File: src/rtl/regfile_write_arbiter_pkg.sv
// Shared register-file constants and the round-robin grant helper.
// Latency: n/a (constants and a pure function).
// Backpressure: n/a.
package regfile_write_arbiter_pkg;

  localparam int REG_ADDR_W    = 5;
  localparam int REG_DATA_W    = 32;
  localparam int NUM_ARCH_REGS = 32;
  localparam logic [REG_ADDR_W-1:0] REG_ZERO = '0;
  localparam int MAX_REQ       = 4;

  // One-hot grant for the first set req bit found starting at ptr and
  // walking upward modulo n; zero when no bit is set.
  function automatic logic [MAX_REQ-1:0] rrGrant(
    input logic [MAX_REQ-1:0] req,
    input int                 ptr,
    input int                 n
  );
    logic [MAX_REQ-1:0] grantVec;
    logic [1:0]         idx;
    grantVec = '0;
    // Walk from the farthest candidate to the nearest so the nearest wins.
    for (int k = MAX_REQ - 1; k >= 0; k--) begin
      if (k < n) begin
        idx = 2'((ptr + k) % n);
        if (req[idx]) begin
          grantVec      = '0;
          grantVec[idx] = 1'b1;
        end
      end
    end
    return grantVec;
  endfunction

endpackage

File: src/rtl/regfile_write_arbiter_rr_arbiter.sv
// Round-robin arbiter core: one-hot grant plus the pointer value to use next.
// Latency: purely combinational; the pointer register lives in the parent.
// Backpressure: none; grants whenever any request is present.
module rr_arbiter
  import regfile_write_arbiter_pkg::*;
#(
  parameter int N     = 2,
  parameter int PTR_W = (N > 1) ? $clog2(N) : 1
) (
  input  logic [N-1:0]     req,
  input  logic [PTR_W-1:0] pointer,
  output logic [N-1:0]     grant,
  output logic [PTR_W-1:0] nextPointer
);

  logic [MAX_REQ-1:0] reqWide;
  logic [MAX_REQ-1:0] grantWide;

  // Widen requests for the shared helper and move the pointer past the winner.
  always_comb begin
    reqWide        = '0;
    reqWide[N-1:0] = req;
    grantWide      = rrGrant(reqWide, int'(pointer), N);
    grant          = grantWide[N-1:0];
    nextPointer    = pointer;
    for (int i = 0; i < MAX_REQ; i++) begin
      if (grantWide[i]) nextPointer = PTR_W'((i + 1) % N);
    end
  end

endmodule

File: src/rtl/regfile_write_arbiter.sv
// Shares the register-file write port among NUM_REQ writeback sources via one-deep slots.
// Latency: accepted at edge k, write stage loaded at k+1, register file updated at k+2.
// Backpressure: ReqReady drops only while a slot is full and not granted; write port never stalls.
module regfile_write_arbiter
  import regfile_write_arbiter_pkg::*;
#(
  parameter int NUM_REQ = 2,
  parameter int DATA_W  = REG_DATA_W,
  parameter int ADDR_W  = REG_ADDR_W
) (
  input  logic                      Clock,
  input  logic                      CleanAllControl,
  input  logic [NUM_REQ-1:0]        ReqValid,
  input  logic [NUM_REQ*ADDR_W-1:0] ReqAddr,
  input  logic [NUM_REQ*DATA_W-1:0] ReqData,
  output logic [NUM_REQ-1:0]        ReqReady,
  output logic [ADDR_W-1:0]         WriteRegAddress,
  output logic [DATA_W-1:0]         DataOfWrite,
  output logic                      WriteControl,
  output logic [NUM_ARCH_REGS-1:0]  PendingRegs,
  output logic                      Idle
);

  localparam int PTR_W = (NUM_REQ > 1) ? $clog2(NUM_REQ) : 1;

  logic [NUM_REQ-1:0] slotValid;
  logic [ADDR_W-1:0]  slotAddr [NUM_REQ];
  logic [DATA_W-1:0]  slotData [NUM_REQ];
  logic [NUM_REQ-1:0] grant;
  logic [PTR_W-1:0]   rrPointer;
  logic [PTR_W-1:0]   rrNextPointer;
  logic               wrValid;
  logic [ADDR_W-1:0]  wrAddr;
  logic [DATA_W-1:0]  wrData;
  logic [ADDR_W-1:0]  grantAddr;
  logic [DATA_W-1:0]  grantData;

  rr_arbiter #(
    .N     (NUM_REQ),
    .PTR_W (PTR_W)
  ) uArbiter (
    .req         (slotValid),
    .pointer     (rrPointer),
    .grant       (grant),
    .nextPointer (rrNextPointer)
  );

  // A slot accepts when empty or when its entry leaves on this same edge.
  assign ReqReady = ~slotValid | grant;

  // Mux the granted slot's contents toward the write stage (grant is one-hot or zero).
  always_comb begin
    grantAddr = '0;
    grantData = '0;
    for (int i = 0; i < NUM_REQ; i++) begin
      if (grant[i]) begin
        grantAddr = slotAddr[i];
        grantData = slotData[i];
      end
    end
  end

  // Holding slots: capture on handshake (refill wins over drain), empty when drained alone.
  always_ff @(posedge Clock or negedge CleanAllControl) begin
    if (!CleanAllControl) begin
      slotValid <= '0;
      for (int i = 0; i < NUM_REQ; i++) begin
        slotAddr[i] <= '0;
        slotData[i] <= '0;
      end
    end else begin
      for (int i = 0; i < NUM_REQ; i++) begin
        if (ReqValid[i] && ReqReady[i]) begin
          slotValid[i] <= 1'b1;
          slotAddr[i]  <= ReqAddr[i*ADDR_W +: ADDR_W];
          slotData[i]  <= ReqData[i*DATA_W +: DATA_W];
        end else if (grant[i]) begin
          slotValid[i] <= 1'b0;
        end
      end
    end
  end

  // Round-robin pointer moves past each winner and holds when nobody is granted.
  always_ff @(posedge Clock or negedge CleanAllControl) begin
    if (!CleanAllControl) begin
      rrPointer <= '0;
    end else if (|grant) begin
      rrPointer <= rrNextPointer;
    end
  end

  // Write stage: reloaded every edge; address/data hold when idle to avoid needless toggling.
  always_ff @(posedge Clock or negedge CleanAllControl) begin
    if (!CleanAllControl) begin
      wrValid <= 1'b0;
      wrAddr  <= '0;
      wrData  <= '0;
    end else begin
      wrValid <= |grant;
      if (|grant) begin
        wrAddr <= grantAddr;
        wrData <= grantData;
      end
    end
  end

  // Bitmap of registers with a write still in flight, for decode's RAW stall.
  always_comb begin
    PendingRegs = '0;
    for (int i = 0; i < NUM_REQ; i++) begin
      if (slotValid[i]) PendingRegs[slotAddr[i]] = 1'b1;
    end
    if (wrValid) PendingRegs[wrAddr] = 1'b1;
    PendingRegs[REG_ZERO] = 1'b0;
  end

  // r0 writes still consume a grant and a write-stage slot but never enable the port.
  assign WriteRegAddress = wrAddr;
  assign DataOfWrite     = wrData;
  assign WriteControl    = wrValid && (wrAddr != ADDR_W'(REG_ZERO));
  assign Idle            = !(|slotValid) && !wrValid;

endmodule

File: config.mk
export PLATFORM = sky130hd
export DESIGN_NAME = regfile_write_arbiter
export DESIGN_NICKNAME = d
export VERILOG_FILES = /design/src/rtl/regfile_write_arbiter_pkg.sv /design/src/rtl/regfile_write_arbiter_rr_arbiter.sv /design/src/rtl/regfile_write_arbiter.sv
export SDC_FILE = /design/constraint.sdc
export NUM_CORES = 1
export LEC_CHECK = 0
export BUFFER_PORTS_ARGS = -buffer_cell sky130_fd_sc_hd__buf_2
export CORE_MARGIN = 1
export CORE_UTILIZATION = 46
export CTS_BUF_LIST = sky130_fd_sc_hd__clkbuf_8
export CTS_CLUSTER_DIAMETER = 150
export DETAILED_ROUTE_END_ITERATION = 6
export MAX_ROUTING_LAYER = met4
export PLACE_DENSITY = 0.68
export REMOVE_ABC_BUFFERS = 1
export SLEW_MARGIN = 20
export SYNTH_ARGS = -nofsm -noshare
export SYNTH_HDL_FRONTEND = slang
export SYNTH_SLANG_ARGS = --single-unit
File: constraint.sdc
create_clock -name Clock -period 2.8 [get_ports Clock]
set_input_delay 0.14 -clock Clock [delete_from_list [all_inputs] [get_ports Clock]]
set_output_delay 0.14 -clock Clock [all_outputs]
set_load 0.02 [all_outputs]
Yosys cells after proc, flatten, opt, wreduce, memory -nomap -nowiden
Index checks and enable logic that the tools add are counted.
{ "word_totals": {"latch_bits": 0, "mem_count": 0, "wordCells": 75, "input_bits": 78, "ram_bits": 0, "regBits": 115, "romBits": 0, "out_inout_bits": 73} }
{ "classes": {"n_lt_le_gt_ge": 10, "multipliers": 0, "bitwise": 5, "n_div": 0, "n_shift": 0, "addsub": 1, "eq_ne": 0, "n_mux": 31, "n_reduce_logical": 18} }
{ "op_table": {"columns": ["op", "count"], "rows": [
  ["2-to-1 mux 32 bit", 5],
  ["bitwise OR 32 bit", 2],
  ["less-than comparator 5 x 6 -> 1 bit (second input constant)", 3],
  ["2-to-1 mux 1 bit", 16],
  ["demux 1 bit (select 5 bit)", 3],
  [">= comparator 5 x 1 -> 1 bit (second input constant)", 3],
  ["2-to-1 mux 5 bit", 2],
  ["logical AND 1 bit", 9],
  ["2-to-1 mux 4 bit", 2],
  ["nonzero test 5 bit", 1],
  ["nonzero test 2 bit", 2],
  ["nonzero test 4 bit", 1],
  ["OR reduction 2 bit", 2],
  ["less-than comparator 1 x 3 -> 1 bit (second input constant)", 1],
  ["less-than comparator 2 x 3 -> 1 bit (second input constant)", 1],
  ["binary-select mux 1 bit (select 2 bit)", 1],
  ["demux 1 bit (select 2 bit)", 1],
  [">= comparator 2 x 1 -> 1 bit (second input constant)", 1],
  ["logical NOT 1 bit", 2],
  ["inverter 2 bit", 1],
  ["bitwise OR 2 bit", 1],
  ["AND reduction 2 bit", 1],
  ["adder 1 bit (second input constant)", 1],
  ["AND 1 bit (first input constant)", 1],
  ["2 further kinds", 2]
]} }

Depth between registers and ports, before layout
Gate-level depths: netlist of the first run.
{ "logic_depth": {"depth_word": 12, "depth_mapped": 7, "ltp_nobuf": 3} }

Cells and area by module
Synthesis of the first run repeated with hierarchy kept, for this count alone.
{ "hier_totals": {"hier_cells": 477, "area_unflattened_um2": 5464.0} }
{ "by_module_without_submodules": {"columns": ["mod", "seq_area_each_um2", "area_per_inst_um2", "cells_each", "n_inst"], "rows": [
  ["regfile_write_arbiter", 2877.8, 5436.5, 472, 1],
  ["rr_arbiter", 0.0, 27.5, 5, 1]
]} }

Least setup slack after synthesis of the first run
No wires, ideal clock.
{ "synth_path": {"path_kind": "register -> register", "start": "register rrPointer", "end": "register slotAddr[1] (netlist bit)", "setup_slack_ns": 1.293, "n_path_buf": 1, "path_stages_with_launch": 5, "arrival_time_ns": 1.379, "setup_ns": 0.127, "required_time_ns": 2.673, "period_less_slack_ns": 1.507, "path_cell_list": "dfrtp_1 -> nand3b_2 -> nand2_4 -> buf_6 -> mux2_1"} }
{ "synth_via": {"elab_chain_cells": 10, "word_cells_on_any_way": 20, "classes_between": "add/sub (1); order compare (4); mux (10); bitwise (2); reduce/logical (3)"} }
{ "synth_lines": {"columns": ["element", "line", "source"], "rows": [
  ["start, declared", "regfile_write_arbiter.sv:30", "logic [PTR_W-1:0] rrPointer;"],
  ["start signal, assigned", "regfile_write_arbiter.sv:89", "rrPointer <= rrNextPointer;"],
  ["adder 1 bit", "regfile_write_arbiter_pkg.sv:25", "idx = 2'((ptr + k) % n);"],
  ["AND 1 bit (no line)", null, null],
  ["less-than comparator 2 x 3 -> 1 bit (implied by the code) / >= comparator 2 x 1 -> 1 bit (equally long branches)", "regfile_write_arbiter_pkg.sv:28", "grantVec[idx] = 1'b1;"],
  ["logical AND 1 bit (implied by the code)", "regfile_write_arbiter_pkg.sv:28", null],
  ["2-to-1 mux 1 bit (implied by the code)", "regfile_write_arbiter_pkg.sv:28", null],
  ["demux 1 bit (select 2 bit)", null, null],
  ["2-to-1 mux 4 bit", "regfile_write_arbiter_pkg.sv:26", "if (req[idx]) begin"],
  ["2-to-1 mux 4 bit *", "regfile_write_arbiter_pkg.sv:26", null],
  ["bitwise OR 2 bit *", "regfile_write_arbiter.sv:49", "assign ReqReady = ~slotValid | grant;"],
  ["via ReqReady[1]", "regfile_write_arbiter.sv:16", "output logic [NUM_REQ-1:0] ReqReady,"],
  ["logical AND 1 bit *", "regfile_write_arbiter.sv:73", "if (ReqValid[i] && ReqReady[i]) begin"],
  ["end signal, assigned by index", "regfile_write_arbiter.sv:75", "slotAddr[i] <= ReqAddr[i*ADDR_W +: ADDR_W];"],
  ["end, declared", "regfile_write_arbiter.sv:27", "logic [ADDR_W-1:0] slotAddr [NUM_REQ];"]
]} }
Mark *: on every way through the listed nets, which the timed path passes. The rest lies on a longest branch. The select of a mux whose other input is x is not followed.
A chain may end at the register's enable or synchronous reset.

Worst setup path in the final report of the first run
{ "layout_path": {"start": "register slotValid[1]", "end": "output port PendingRegs[20]"} }
{ "layout_via": {"elab_chain_cells": 3} }
{ "layout_lines": {"columns": ["element", "line", "source"], "rows": [
  ["start, declared", "regfile_write_arbiter.sv:26", "logic [NUM_REQ-1:0] slotValid;"],
  ["start signal, assigned", "regfile_write_arbiter.sv:66", "slotValid <= '0;"],
  ["start signal, assigned by index", "regfile_write_arbiter.sv:74", "slotValid[i] <= 1'b1;"],
  ["start signal, assigned by index", "regfile_write_arbiter.sv:78", "slotValid[i] <= 1'b0;"],
  ["2-to-1 mux 32 bit *", "regfile_write_arbiter.sv:112", "if (slotValid[i]) PendingRegs[slotAddr[i]] = 1'b1;"],
  ["bitwise OR 32 bit (no line)", null, null],
  ["2-to-1 mux 32 bit *", "regfile_write_arbiter.sv:114", "if (wrValid) PendingRegs[wrAddr] = 1'b1;"],
  ["end, declared", "regfile_write_arbiter.sv:20", "output logic [NUM_ARCH_REGS-1:0] PendingRegs,"]
]} }
Every way passes the cells marked *; elsewhere a longest branch is shown, timed or not.

==> flow_metrics.tcl, run 1 <==
set metrics [dict create \
    ant_nets 0 \
    ys_warn_count 0 \
    met2WireLength_um 7420 \
    wl_per_cell_um 16.7 \
    place.gp.congestion 0.883 \
    synthCells 517 \
    syn_area_per_cell_sq_um 11.1 \
    start_util_pct 47.4 \
    status "finished with violations" \
    antenna_found_initial 0 \
    worst-endpoint-required_ps 2660 \
    via_per_inst 5.36 \
    maxSlewHeadroom_pct 31.5 \
    dp_worst_setup_slack_ps 801 \
    clkTransAtPathRegs_ps 70 \
    firstDrtPassIters 7 \
    synth-simple-area-share_pct 14.8 \
    holdBufCountCts 77 \
    fmax_mhz 406 \
    ys_ff_latch 115 \
    netlist_area_sq_um 5720 \
    drt_iter0_markers 456 \
    path_class "reg2out" \
    grt_overflow 0 \
    fp.dieW_um 114 \
    hp-class "in2async" \
    route.vias.total 4856 \
    fin_area_sq_um 7600 \
    dpl_cell_area_sq_um 6490 \
    gr-usage-all-layers_pct 25.3 \
    worst_pin_slew_ps 1030 \
    cts_tree "built" \
    finalHoldViolations 0 \
    cts_max_level 4 \
    tns_ps 0 \
    synthDistinctLibCells 28 \
    placementRows 40 \
    cts-root-buf "clkbuf_8" \
    seq_area_sq_um 2880 \
    fin_util_pct 63.0 \
    final_layout_size_suffix_gt1_share_pct 35.4 \
    period_needed_ps 2460 \
    grt_first_pass_wirelength_um 24700 \
    cp-start-kind "flip-flop" \
    crit_fanout 27 \
    worstSkewPairLatency_ps 420 \
    ir_drop_v 0.000614 \
    dieHeight_um 114 \
    power.density_nw_per_um2 905 \
    critPathCaptureType "output port" \
    cts_buffers 17 \
    grt_pass1_vias 5034 \
    postCtsSetupBuffers 0 \
    drt_wl_total_um 15100 \
    synth_adder_area_share_pct 0 \
    setup_slack_ps 340 \
    finalCritPeriodShare_pct 87.9 \
    dieArea_sq_um 12900 \
    rr_startpoint "slotValid[0]" \
    area_growth_pct 32.8 \
    synthMuxAreaShare_pct 21.8 \
    p_leak_nw 3.60 \
    p_total_mw 6.88 \
    synth_top_family_by_area "multiplexers" \
    remaining_drc_errors 12 \
    maxCapViolations 0 \
    rsz0062_at_grt "false" \
    synth-xor-area-share_pct 0 \
    wl_met3_um 1130 \
    cp_data_arrival_time_ps 2320 \
    coreArea_sq_um 12100 \
    fillCellCount 976 \
    violations "DRC" \
    wl_met1_um 6330 \
    synth-compound-area-share_pct 8.68 \
    top_layer_used "met4" \
    io_buffer_count 149 \
    n_antenna_cell 0 \
    nets 804 \
    finClkSkew_ps 10.2 \
    io_pins 151 \
    finalSetupViolations 0 \
    multiInputGateArea_sq_um 2600 \
    post_cts.resized_instances 0 \
    clockBufferDepth 2 \
    cts_sinks 115 \
    grt_max_degree 90 \
    final-max-slew-violation-count 0 \
    synth_seq_area_share_pct 50.3 \
    crit_path_start "slotValid[1]" \
    hpwl_um 9300 \
]
synthesized netlist by cell type (all sizes together):
master	count	share of area, %
a21bo	1	0.17
a21boi	1	0.13
a222oi	3	0.52
a22oi	28	3.7
and3	6	0.66
and3b	15	2.3
buf	32	3.6
clkbuf	8	0.52
conb	1	0.066
dfrtp	115	50
inv	3	0.20
mux2	111	22
nand2	59	4.1
nand2b	2	0.22
nand3	1	0.17
nand3b	1	0.20
nor2	76	5.0
nor3	3	0.26
nor3b	12	1.7
o21a	1	0.13
o22ai	37	4.0
or2	1	0.11
cell usage in the layout (no fill, tap or decap), types with 2 or more instances in the layout:
master and count:
nor3b_2 2, buf_2 148, mux2_1 38, nand2_1 57
nor3b_1 10, dfrtp_2 2, buf_4 4, a222oi_1 3
o22ai_1 37, nand2b_1 2, nor3_1 3, nand2_4 2
dlygate4sd3_1 77, a22oi_1 28, mux2_2 73, and3_1 6
and3b_1 15, dfrtp_1 113, nor2_1 76, clkinv_2 5
clkbuf_8 19, inv_1 9
through the flow:
step / instances / hold WS (ps)
4_1_cts: 906 / 148
2_1_floorplan: 477 / -156
5_1_grt: 906 / 198
3_5_place_dp: 798 / 74.2
3_3_place_gp: 798 / 70.9
6_report: 906 / 182
cell type report:
class	instances	share of cell area [%]
clock inverters	12	1.02
repair buffers	230	20.6
multi-input cells	359	34.2
inverters	3	0.148
clock buffers	19	3.44
well taps	168	2.77
flip-flops and latches	115	37.9
registers in the layout, indices dropped and copies added (netlist names):
register         count
slotData            64
wrValid              1
DataOfWrite         32
WriteRegAddress      5
slotValid            2
slotAddr            10
rrPointer            1
power breakdown:
part | leakage (nW) | switching (mW) | internal [mW]
clock network | 0.202 | 0.605 | 0.714
logic | 2.07 | 1.61 | 1.18
registers | 1.33 | 0.534 | 2.23
total | 3.60 | 2.74 | 4.13
critical path: stages, from the launching register on:
cell and delay (ps):
dfrtp_2 740, nor3b_2 630, a22oi_1 240, nand2_1 120, buf_2 160
path summary, 6_finish.rpt:
check / slack [ps] / end / depth (start not counted)
max in group asynchronous: 1820 / slotData[21] / 3
hold / removal: 180 / slotData[46] / 2
setup / recovery: 340 / PendingRegs[20] / 4
min in group Clock: 460 / slotData[30] / 3
setup reg to reg: 800 / slotData[54] / 3
hold reg to reg: 510 / DataOfWrite[23] / 2
cells by family after synthesis:
| group | count (synthesis) |
|---|---|
| compound gates | 71 |
| simple gates | 176 |
| other cells | 1 |
| flops | 115 |
| mux | 111 |
| buf+inv | 43 |
metal layers:
metal | GRT usage, % | up-vias
met5 | - | -
met2 | 41.8 | 239
met3 | 6.11 | 36
li1 | - | 2247
met1 | 30.2 | 2334
met4 | 8.95 | 0
Note: power is estimated with default switching activity, not from simulation.
==> run 2, diff against run 1 <==
CORE_ASPECT_RATIO = 0.6   (was not set)
==> flow_metrics.tcl, run 2 (synthesized netlist as in run 1, its figures left out) <==
set metrics [dict create \
    period_needed_ps 2440 \
    crit_buf_inv 1 \
    io_pins 151 \
    internal-power_mw 4.15 \
    final_common_cell "buf_2" \
    finalSetupViolations 0 \
    dp.cells 796 \
    post_cts.resized_instances 0 \
    hp-class "in2async" \
    clockBufferDepth 2 \
    worst-endpoint-required_ps 2660 \
    p_clk_share_pct 20.5 \
    clkTransAtPathRegs_ps 70 \
    dieHeight_um 88.4 \
    final_layout_size_suffix_gt1_share_pct 36.4 \
    grt_first_pass_wirelength_um 25300 \
    route.vias.total 4937 \
    finalHoldViolations 0 \
    gr-max-usage-layer "met2" \
    nets 805 \
    met1_usage_pct 34.2 \
    largest-register "slotData" \
    holdBufCountCts 77 \
    fin_util_pct 63.2 \
    p_leak_nw 3.59 \
    timing.critical_path.cells "nor3b_2, a22oi_1, nand2_1, buf_2" \
    path_class "reg2out" \
    firstDrtPassIters 6 \
    cts-root-buf "clkbuf_8" \
    maxSlewHeadroom_pct 39.8 \
    placementRows 31 \
    worst_pin_slew_ps 903 \
    ant_nets 0 \
    fp.dieW_um 146 \
    tns_ps 0 \
    area_growth_pct 33.5 \
    cts_buffers 17 \
    status "completed" \
    dieArea_sq_um 12900 \
    ir_drop_v 0.000429 \
    grt_max_degree 68 \
    via_per_inst 5.46 \
    met2_usage_pct 41.3 \
    final-max-slew-violation-count 0 \
    combPwrFrac_pct 40.3 \
    finalCritPeriodShare_pct 87.2 \
    cpMaxStageDelayCell "dfrtp_2" \
    cp-start-kind "flip-flop" \
    setup_slack_ps 357 \
    place.gp.congestion 0.940 \
    sw_frac_of_total_pct 41.4 \
    grtUsageMet3_pct 8.40 \
    largest_register_ffs 64 \
    cpLargestDelayFamily "flip-flops" \
    final_cell_mix "buf_2 (148), dfrtp_1 (113), dlygate4sd3_1 (77)" \
    power.density_nw_per_um2 927 \
    grt_pass1_vias 4996 \
    antenna_found_initial 0 \
    hpwl_um 10100 \
    pwr-share-seq_pct 39.2 \
    crit_fanout 27 \
    finClkSkew_ps 8.50 \
    dp_worst_setup_slack_ps 772 \
    n_antenna_cell 0 \
    io_buffer_count 149 \
    drt_iter0_markers 405 \
    critPathCaptureType "output port" \
    power_switching_mw 2.93 \
    cts_tree "built" \
    fmax_mhz 409 \
    start_util_pct 47.3 \
    grt_overflow 0 \
    postCtsSetupBuffers 0 \
    fillCellCount 1019 \
    gr-usage-all-layers_pct 26.8 \
    cts_max_level 4 \
    slowest_delay_ps 760 \
    remaining_drc_errors 0 \
    wl_per_cell_um 17.8 \
    rsz0062_at_grt "false" \
    cp_data_arrival_time_ps 2300 \
    fin_cells 905 \
    maxCapViolations 0 \
    worstSkewPairLatency_ps 440 \
    drt_wl_total_um 16100 \
    cts_sinks 115 \
    coreArea_sq_um 12100 \
    whs_ps 270 \
]
-- run 2: power by group through the flow --
| stage | registers, mW | clock network, mW | logic, mW |
|---|---|---|---|
| floorplan | 2.98 | 0 | 1.50 |
| CTS | 2.76 | 1.49 | 2.84 |
| detailed placement | 2.79 | 0 | 2.75 |
| global placement | 2.74 | 0 | 2.69 |
| finish | 2.78 | 1.45 | 2.85 |
| global route | 2.86 | 1.57 | 3.08 |
-- run 2: layout make-up --
cell class	instances	area, sq um	share of cell area (%)
clock buffers	18	248	3.24
clock inverters	14	131	1.72
inverters	3	11.3	0.147
multi-input cells	359	2600	34.0
flip-flops and latches	115	2880	37.7
well taps	165	206	2.70
repair buffers	231	1570	20.5
-- run 2: final timing paths --
check / slack (ps) / cells after the start / start / endpoint
max: 360 / 4 / slotValid[1] / PendingRegs[20]
min: 270 / 2 / CleanAllControl / slotData[54]
min in group Clock: 440 / 3 / ReqData[54] / slotData[22]
max reg2reg: 780 / 3 / slotValid[1] / slotData[32]
min reg2reg: 510 / 2 / slotData[48] / DataOfWrite[16]
max in group asynchronous: 1730 / 3 / CleanAllControl / slotData[27]
-- run 2: metrics by stage --
step / area [sq um] / power [mW]
floorplan: 5490 / 4.49
global placement: 6490 / 5.43
detailed placement: 6490 / 5.53
CTS: 7640 / 7.08
global route: 7640 / 7.51
finish: 7640 / 7.08
-- run 2: worst reg2reg max path: stages (launching register included) --
cell,delay [ps]
dfrtp_2,760
nand3_2,230
nand2_4,500
mux2_2,420
-- run 2: per-layer routing --
metal / share of wire (%) / routed length (um)
met4: 1.2 / 189
met5: 0 / 0
met3: 10 / 1600
met2: 44 / 7100
met1: 45 / 7200
